--- src/rtl/mem_arbiter.sv ---
// mem_arbiter: shares one memory port between icache line refills and the data port.
// Define ARB_RR_EN for round-robin tie-breaking; the default is data-first priority.
`ifndef XLEN
`define XLEN 32
`endif

module mem_arbiter #(
  parameter int BURST_LEN = 4,
  parameter int CNT_W     = 2
) (
  input  logic              clk,
  input  logic              reset,
  input  logic              i_req,
  input  logic [`XLEN-1:0]  i_addr,
  output logic              i_ready,
  output logic [`XLEN-1:0]  i_rdata,
  input  logic              d_req,
  input  logic              d_we,
  input  logic [`XLEN-1:0]  d_addr,
  input  logic [`XLEN-1:0]  d_wdata,
  input  logic [3:0]        d_wstrb,
  output logic              d_ready,
  output logic [`XLEN-1:0]  d_rdata,
  output logic              mem_req,
  output logic              mem_we,
  output logic [`XLEN-1:0]  mem_addr,
  output logic [`XLEN-1:0]  mem_wdata,
  output logic [3:0]        mem_wstrb,
  input  logic              mem_ready,
  input  logic [`XLEN-1:0]  mem_rdata,
  output logic [1:0]        owner
);

  typedef enum logic [1:0] {
    IDLE  = 2'd0,
    GNT_I = 2'd1,
    GNT_D = 2'd2
  } state_e;

  typedef enum logic {
    LG_I = 1'b0,
    LG_D = 1'b1
  } grant_e;

  localparam logic [CNT_W-1:0] LAST_BEAT = CNT_W'(BURST_LEN - 1);

  state_e           state_q, state_d;
  logic [CNT_W-1:0] cnt_q, cnt_d;
  grant_e           last_q, last_d;
  logic             pick_d;

`ifdef ARB_RR_EN
  // On a tie the requester that did not finish last wins.
  assign pick_d = d_req & (~i_req | (last_q == LG_I));
`else
  assign pick_d = d_req;
`endif

  always_comb begin
    state_d = state_q;
    cnt_d   = cnt_q;
    last_d  = last_q;
    unique case (state_q)
      IDLE: begin
        if (pick_d) begin
          state_d = GNT_D;
        end else if (i_req) begin
          state_d = GNT_I;
        end
      end
      GNT_I: begin
        if (!i_req) begin
          state_d = IDLE;
          cnt_d   = '0;
        end else if (mem_ready) begin
          if (cnt_q == LAST_BEAT) begin
            state_d = IDLE;
            cnt_d   = '0;
            last_d  = LG_I;
          end else begin
            cnt_d = cnt_q + CNT_W'(1);
          end
        end
      end
      GNT_D: begin
        if (!d_req) begin
          state_d = IDLE;
        end else if (mem_ready) begin
          state_d = IDLE;
          last_d  = LG_D;
        end
      end
      default: begin
        state_d = IDLE;
        cnt_d   = '0;
      end
    endcase
  end

  always_ff @(posedge clk or negedge reset) begin
    if (!reset) begin
      state_q <= IDLE;
      cnt_q   <= '0;
      last_q  <= LG_I;
    end else begin
      state_q <= state_d;
      cnt_q   <= cnt_d;
      last_q  <= last_d;
    end
  end

  always_comb begin
    mem_req   = 1'b0;
    mem_we    = 1'b0;
    mem_addr  = '0;
    mem_wdata = '0;
    mem_wstrb = '0;
    i_ready   = 1'b0;
    d_ready   = 1'b0;
    i_rdata   = '0;
    d_rdata   = '0;
    owner     = 2'b00;
    unique case (state_q)
      GNT_I: begin
        mem_req  = i_req;
        mem_addr = i_addr;
        i_ready  = mem_ready & i_req;
        i_rdata  = mem_rdata;
        d_rdata  = mem_rdata;
        owner    = 2'b01;
      end
      GNT_D: begin
        mem_req   = d_req;
        mem_we    = d_we;
        mem_addr  = d_addr;
        mem_wdata = d_wdata;
        mem_wstrb = d_we ? d_wstrb : 4'h0;
        d_ready   = mem_ready & d_req;
        i_rdata   = mem_rdata;
        d_rdata   = mem_rdata;
        owner     = 2'b10;
      end
      default: ;
    endcase
  end

endmodule

--- config.mk ---
export PLATFORM = sky130hd
export DESIGN_NAME = mem_arbiter
export DESIGN_NICKNAME = d
export VERILOG_FILES = /design/src/rtl/mem_arbiter.sv
export SDC_FILE = /design/constraint.sdc
export NUM_CORES = 1
export LEC_CHECK = 0
export ABC_CLOCK_PERIOD_IN_PS = 2600
export CAP_MARGIN = 20
export CORE_AREA = 5 5 105 107
export DETAILED_ROUTE_END_ITERATION = 8
export DIE_AREA = 0 0 110 112
export SYNTH_ARGS = -nofsm -noshare
export SYNTH_HDL_FRONTEND = slang
export SYNTH_SLANG_ARGS = --single-unit
--- constraint.sdc ---
create_clock -name clk -period 2.6 [get_ports clk]
set_input_delay 0.78 -clock clk [delete_from_list [all_inputs] [get_ports clk]]
set_output_delay 0.78 -clock clk [all_outputs]
set_load 0.01 [all_outputs]
After elaboration in Yosys (flattened, before gate mapping)
Index checks and enable logic that the tools add are counted.
Word-level totals
  register bits after elaboration: 4
  input port bits: 138
  output and inout port bits: 138
  word-level logic and storage cells: 40
Cells by class
  $add $sub $neg: 1
  equal/unequal tests: 7
  muxes and demuxes: 22
  bitwise operators: 3
  reductions and logical operators: 5
Operator list (number)
  $mux 32: 2
  $pmux 32 s2: 1
  $mux 2: 10
  $ne 3x3->1 const B: 4
  $mux 4: 2
  $pmux 2 s2: 2
  $pmux 2 s3: 1
  $eq 2x2->1 const B: 2
  $reduce_and 4->1: 1
  $reduce_or 2->1: 2
  $mux 1: 3
  $add 2x1->2 const B: 1
  $and 1x1->1: 2
  $eq 2x1->1 const B: 1
  $logic_not 2->1: 1
  $pmux 1 s2: 1
  $reduce_and 2->1: 1
  $not 1->1: 1

Longest topological paths before layout
  depth after elaboration: 5
  depth in mapped cells: 6
  gate-level depth less buffers: 5

Least setup slack after synthesis
No wires, ideal clock.
  path kind: flip-flop to output port
  start point: register state_q[0]
  end point: output i_rdata[0]
  data arrival time: 1.516 ns
  data required time: 1.820 ns
  slack: 0.304 ns
  cell stages (with the launch flop): 7
  path buffers: 3
  cell sequence: dfrtp_1 > inv_1 > ha_1 > clkbuf_1 > clkbuf_1 > and2_1 > buf_4
On the way
  longest elaborated chain between the ends: 3
  elaborated cells between the ends (all ways): 4
  those cells by class: eq/ne (2); mux (1); reduce/logical (1)
RTL lines
  from (decl): RTL line 47  | state_e state_q, state_d;
  from (signal assigned): RTL line 106  | state_q <= state_d;
  $eq 2x2->1 / $eq 2x1->1 (equally long branches)
  $reduce_or 2->1 (no source line) *
  $mux 32 *
  to (decl): RTL line 16  | output logic [`XLEN-1:0] i_rdata,
Mark *: on every way between the ends. The rest lies on a longest branch, timed or not.

Final worst setup path
  start point: input i_req
  end point: output mem_req
On the way
  longest elaborated chain between the ends: 1
RTL lines
  from (decl): RTL line 13  | input logic i_req,
  $pmux 1 s2: RTL line 123  | unique case (state_q)
  to (decl): RTL line 24  | output logic mem_req,
Every way passes these cells.

==> qor.json <==
{
  "synth_compound_area_share_pct": 19.74,
  "drc_errors": 0,
  "power_frac_comb_pct": 93.8,
  "final_cells": 597,
  "worstPathBufferInverterCount": 2,
  "grt-ovfl-total": 0,
  "global_route_wire_length_before_repair_um": 13570,
  "clkLatencyLatePin_ps": 210,
  "syn-instance-count": 216,
  "launching_point_of_the_worst_reg2reg_path": "state_q[1]",
  "via_per_inst": 4.057,
  "max-cap-violations": 0,
  "worstPathMaxFanout": 3,
  "drt_iter0_drc": 80,
  "internal_power_uw": 2064,
  "fmaxAchievable_mhz": 391.2,
  "ys_seq_area_share_pct": 6.579,
  "drtPass1Iterations": 4,
  "number_of_synthesized_register_bits": 4,
  "power_frac_seq_pct": 2.9,
  "cp_startpoint_kind": "primary input",
  "worstSetupPathType": "in2out",
  "timing.critical_path.slowest_cell_delay_ps": 530,
  "min_path_type": "reg2reg",
  "main_combinational_cell_family_by_area_after_synthesis": "simple AND/OR/NAND/NOR gates",
  "r2r_slack_ps": 1050,
  "grt_setup_unrepaired": "true",
  "area_growth_pct": 180.8,
  "clkPwrFrac_pct": 3.3,
  "via_count_of_the_first_global_routing_pass": 2483,
  "yosys.area.top_type_share_pct": 26.73,
  "num_antenna_cells": 0,
  "synth_mux_area_share_pct": 1.480,
  "maximum_level_of_the_cts_h_tree": 1,
  "critical-path-slowest-cell": "clkdlybuf4s50_1",
  "area_contributors_post_synth": "and2_1 27%, a22oi_1 16%, buf_4 16%",
  "slew_violations": 0,
  "maximum_vdd_drop_uv": 564.1,
  "timing.slew.headroom_pct": 85.71,
  "cts_tree": "done",
  "yosys.cell_types.count": 24,
  "timing.clock.skew_ps": 0.9030,
  "placement_rows": 37,
  "clockRootBuffer": "clkbuf_8",
  "worstPathArrival_ps": 1780,
  "numPortBuffers": 275,
  "power.switching_fraction_pct": 45.51,
  "cp-end-kind": "primary output",
  "antenna_violating_nets_post_route": 0,
  "syn_area_mm2": 0.001521,
  "global_route.usage.total_pct": 13.76,
  "finish.net_count": 607,
  "synth.yosys.warnings": 0,
  "report.final.setup_viol": 0,
  "synth_enable_flop_cells": 0,
  "cpLargestDelayFamily": "buffers and inverters",
  "yosys.area_share.simple_pct": 45.48,
  "synthTopCellsByCount": "65 x and2_1, 34 x nor2b_1, 32 x a22oi_1, 32 x buf_4, 13 x clkbuf_1",
  "timing.critical_path.required_ps": 1820,
  "number_of_antenna_violations_at_the_first_check_in_global_routing": 0,
  "most_frequent_cell_after_synthesis": "and2_1",
  "leakagePower_uw": 0.002138,
  "chipHeight_um": 112,
  "yosys.area_share.adder_pct": 4.934,
  "layout_worst_path_cycle_share_pct": 98.33,
  "clk_pin_slew_worst_paths_ps": 30,
  "switching_power_uw": 1724,
  "post_synth.cell_area_avg_um2": 7.044,
  "final.hold.worst_slack_ps": 490.5,
  "cts_max_path_buffers": 2,
  "crit_path_cell_trace": "clkdlybuf4s50_1 -> a22oi_2 -> nor2b_1 -> clkdlybuf4s15_2",
  "drive_above_1_share_pct": 7.375,
  "place_hpwl_um": 7830,
  "tightestPinTransition_ps": 214.4,
  "numClockSinks": 4,
  "power-per-cell-area_mw_per_mm2": 886.5,
  "ys_dominant_reg_cell": "dfrtp_1",
  "finalSetupTns_ps": 0,
  "average_wire_length_per_cell_after_detail_routing_um": 16.01,
  "routability_congestion": 0.7371,
  "total_wire_length_um": 9559,
  "hold_start": "cnt_q[1]",
  "grt_max_degree": 30,
  "place.detailed.instances": 591,
  "horizontal_extent_of_the_die_um": 110,
  "synth-xor-area-share_pct": 0,
  "postLayoutCoreUtil_pct": 42.53,
  "synth_nets": 360,
  "initial_utilization_pct": 15.15,
  "vias": 2422,
  "async_flop_share_pct": 100.0,
  "period_needed_ps": 2557,
  "fp.coreArea_mm2": 0.01005,
  "critical_path.startpoint": "i_req",
  "result_of_the_run": "complete, no violations",
  "cts_inserted_buffers": 3,
  "final-hold-violation-count": 0,
  "design.portCount": 276,
  "synth.largest_area_cell": "and2_1",
  "fp.dieArea_mm2": 0.01232
}
-- layout make-up --
class                      instances  area [um^2]
inverter                           3        13.76
sequential                         4        101.3
fill                            1079         5773
timing repair buffer             292         2796
multi-input combinational        159         1150
tap                              136        170.2
clock buffer                       3        41.29
-- through the flow --
stage                     instance area, um^2  power, uW  setup slack [ps]
after detailed placement                 4279       3997            -309.1
after global placement                   4279       3987            -300.9
after global routing                     4273       4097            -15.20
after floorplan                          1521       2024             304.3
final                                    4273       3788             43.50
after CTS                                4277       3880             7.467
-- layer usage --
layer	vias up	GRT usage, %	share of wire [%]
li1	1181	-	-
met2	135	26.74	53
met4	0	1.579	0.44
met3	4	3.768	11
met5	-	0	0
met1	1102	14.82	35
-- cell usage in the layout, fill, tap and decap left out, drive strengths merged --
master and instances:
dlygate4sd2 132, nor2b 34, nand2b 1, o21ai 1
bufbuf 1, buf 16, clkdlybuf4s50 138, a22oi 33
nor2 2, a32o 1, nand3b 1, clkbuf 6
o2111ai 1, nand2 2, dfrtp 4, and2 65
and3 7, o21a 1, o211ai 1, o221ai 1
mux2 2, clkdlybuf4s15 2, ha 6, inv 3
-- power groups by stage --
stage	clock [uW]	combinational (uW)	sequential (uW)
global placement	0	3890	97.9
global route	139	3850	112
CTS	131	3640	107
floorplan	0	1920	101
detailed placement	0	3900	99.6
finish	127	3550	109
-- sequential cells by signal (all words and copies together), names as in the netlist --
name,cells
state_q,2
cnt_q,2
-- final timing paths --
path / to / cells past startpoint
hold / removal: cnt_q[1] / 1
setup / recovery: mem_req / 4
hold reg to reg: cnt_q[1] / 1
setup reg to reg: state_q[1] / 6
max in group asynchronous: state_q[0] / 1
min in group asynchronous: cnt_q[1] / 1
-- logic make-up after synthesis --
logic type      count (synthesis)
mux                             2
fa+ha+maj                       6
buf+inv                        53
simple gates                  112
flops                           4
compound gates                 39
-- what timing repair did --
action / CTS / global route
setup endpoints to repair: 136 / 33
hold buffers: 0 / 0
resized for setup: 149 / 11
gates cloned: 2 / 0
setup buffers: 1 / 0
Note: power is estimated with default switching activity, not from simulation.
==> variant, RTL diff (config.mk and constraints unchanged) <==
The 3 states of `state_e` get a one-hot encoding in 3 bits.
--- a/src/rtl/mem_arbiter.sv
+++ b/src/rtl/mem_arbiter.sv
@@ -32,8 +32,8 @@
 );
 
-  typedef enum logic [1:0] {
-    IDLE  = 2'd0,
-    GNT_I = 2'd1,
-    GNT_D = 2'd2
+  typedef enum logic [2:0] {
+    IDLE  = 3'b001,
+    GNT_I = 3'b010,
+    GNT_D = 3'b100
   } state_e;
 
Formal check against the unedited RTL: same outputs for any inputs over 10 cycles, from zero or initial values and one cycle with reset low; not proved beyond that.
==> variant against the unedited design <==
- total power is 41% lower
- fmax is 0.16% lower
- design area is 3.6% lower
- count of clock-buffer cells in the layout is 1 higher
- largest power group unchanged
- area after synthesis is 11% lower
- worst setup slack worse by 0.0040 ns
- routed wire length is 5.6% lower
- sequential cell count is 1 higher
- non-clock buffer count is 1 lower
- combinational power is 45% lower
==> variant: results (changes against the unedited design) <==
Outcome
  • Status: completed

Worst setup path
  • Worst path slowest cell: dfstp_2
  • Reg2reg setup slack: 0.64 ns (-0.41 ns)
  • Startpoint types: flip-flop
  • Worst Setup EP: mem_wstrb[1]
  • RR Startpoint: state_q[0]
  • Max incr delay on CP: 0.59 ns (+0.06 ns)
  • CP top delay family: buffers and inverters
  • Crit-path max FO: 28 (+25)

Placement
  • Place WS: -0.322 ns (-0.0125 ns)
  • Detail Placement HPWL: 7.60 mm (-3.0%)
  • Cell Area, Placed: 4100 µm² (-4.1%)
  • GP Congestion: 0.799 (+8.4%)
  • Cells after DPL: 555 (-6.1%)

Layout
  • Share of cells above drive strength 1: 6.51% (-0.86 points)
  • Nets: 570 (-6.1%)
  • Largest registers: state_q x3, cnt_q x2

GRT
  • Initial antenna violation count: 0 (unchanged)
  • Largest net degree at the start of global routing: 31 (+3.3%)
  • GRT Total Usage: 13.1% (-0.67 points)
  • Vias in the first global route: 2,458 (-1.0%)
  • First-pass GRT wire length: 12.6 mm (-6.8%)

Clocking
  • Clk Latency, worst-skew pair: 0.22 ns
  • Clock root buffer master: clkbuf_8
  • TritonCTS Buffers: 3 (unchanged)
  • Clk pin slew, worst setup/hold paths: 0.03 ns (about the same)

Timing
  • Max Clock Skew: 0.000550 ns (-0.000353 ns)
  • Max-Slew Margin vs Limit: 77.8% (-7.9 points)
  • PnR worst setup slack: 0.0395 ns (-0.00398 ns)

Synthesis
  • Synth top cells by count: 65 x and2_1, 33 x a22o_1, 32 x buf_4
  • Cells after Synth: 182 (-16%)
  • Seq/Total Area, Yosys: 9.28% (+2.7 points)
  • Top post-synthesis cells by area: and2_1 30%, a22o_1 21%, buf_4 18%
  • Mapped Nets: 321 (-11%)
  • Synth unique cells: 29 (+21%)

Power and ir drop
  • Lkg Pwr: 2.24 nW (+4.6%)
  • Worst vdd ir: 0.217 mV (-62%)

Drt
  • Iter 0 DRT Violations: 59 (-26%)
  • Vias per Instance: 3.99 (-1.5%)
  • Routed length per instance: 15.9 µm (-0.47%)
  • Final wirelength: 9.02 mm (-5.6%)

Min path
  • Hold Crit Class: flip-flop to flip-flop
  • Hold depth: 1 (unchanged)
variant: worst min path at each step:
stage / from / end / slack (ns)
after floorplan: reset / cnt_q[0] / 0.48
after global placement: cnt_q[1] / cnt_q[1] / 0.50
after detailed placement: cnt_q[1] / cnt_q[1] / 0.51
after CTS: cnt_q[1] / cnt_q[1] / 0.52
after global routing: cnt_q[1] / cnt_q[1] / 0.53
final: cnt_q[1] / cnt_q[1] / 0.52
variant: layer usage:
metal | up-vias | part of all wire [%] | wire (µm) | GRT usage [%]
li1 | 1099 | - | - | -
met1 | 990 | 33 | 3000 | 12.2
met2 | 166 | 50 | 4510 | 25.0
met3 | 6 | 16 | 1430 | 7.30
met4 | 0 | 0.84 | 76 | 1.66
met5 | - | 0 | 0 | 0
variant: area by class of cell:
class,instances,area (µm²),share of cell area (%)
Timing Repair Buffer,291,2830,68.6
Clock buffer,4,45.0,1.09
Tap cell,136,170,4.13
Multi-Input combinational cell,128,941,22.8
Sequential cell,5,129,3.13
Inverter,2,7.51,0.182
variant: timing repair:
action / in CTS / in global routing
endpoints found under the setup margin: 136 / 7
setup buffers: 4 / 0
resized for setup: 141 / 8
cloned: 3 / 0
variant: power by group:
group / total [mW] / internal (mW) / switching (mW)
logic: 1.95 / 1.11 / 0.846
clock network: 0.139 / 0.105 / 0.0342
registers: 0.157 / 0.113 / 0.0437
variant: logic make-up after synthesis:
group / synth area share, %
buffers and inverters: 22.7
multiplexers: 2.48
AO/OA/AOI/OAI: 25.0
AND/OR/NAND/NOR: 39.6
flip-flops: 9.28
adder cells (fa/ha/maj): 0.919
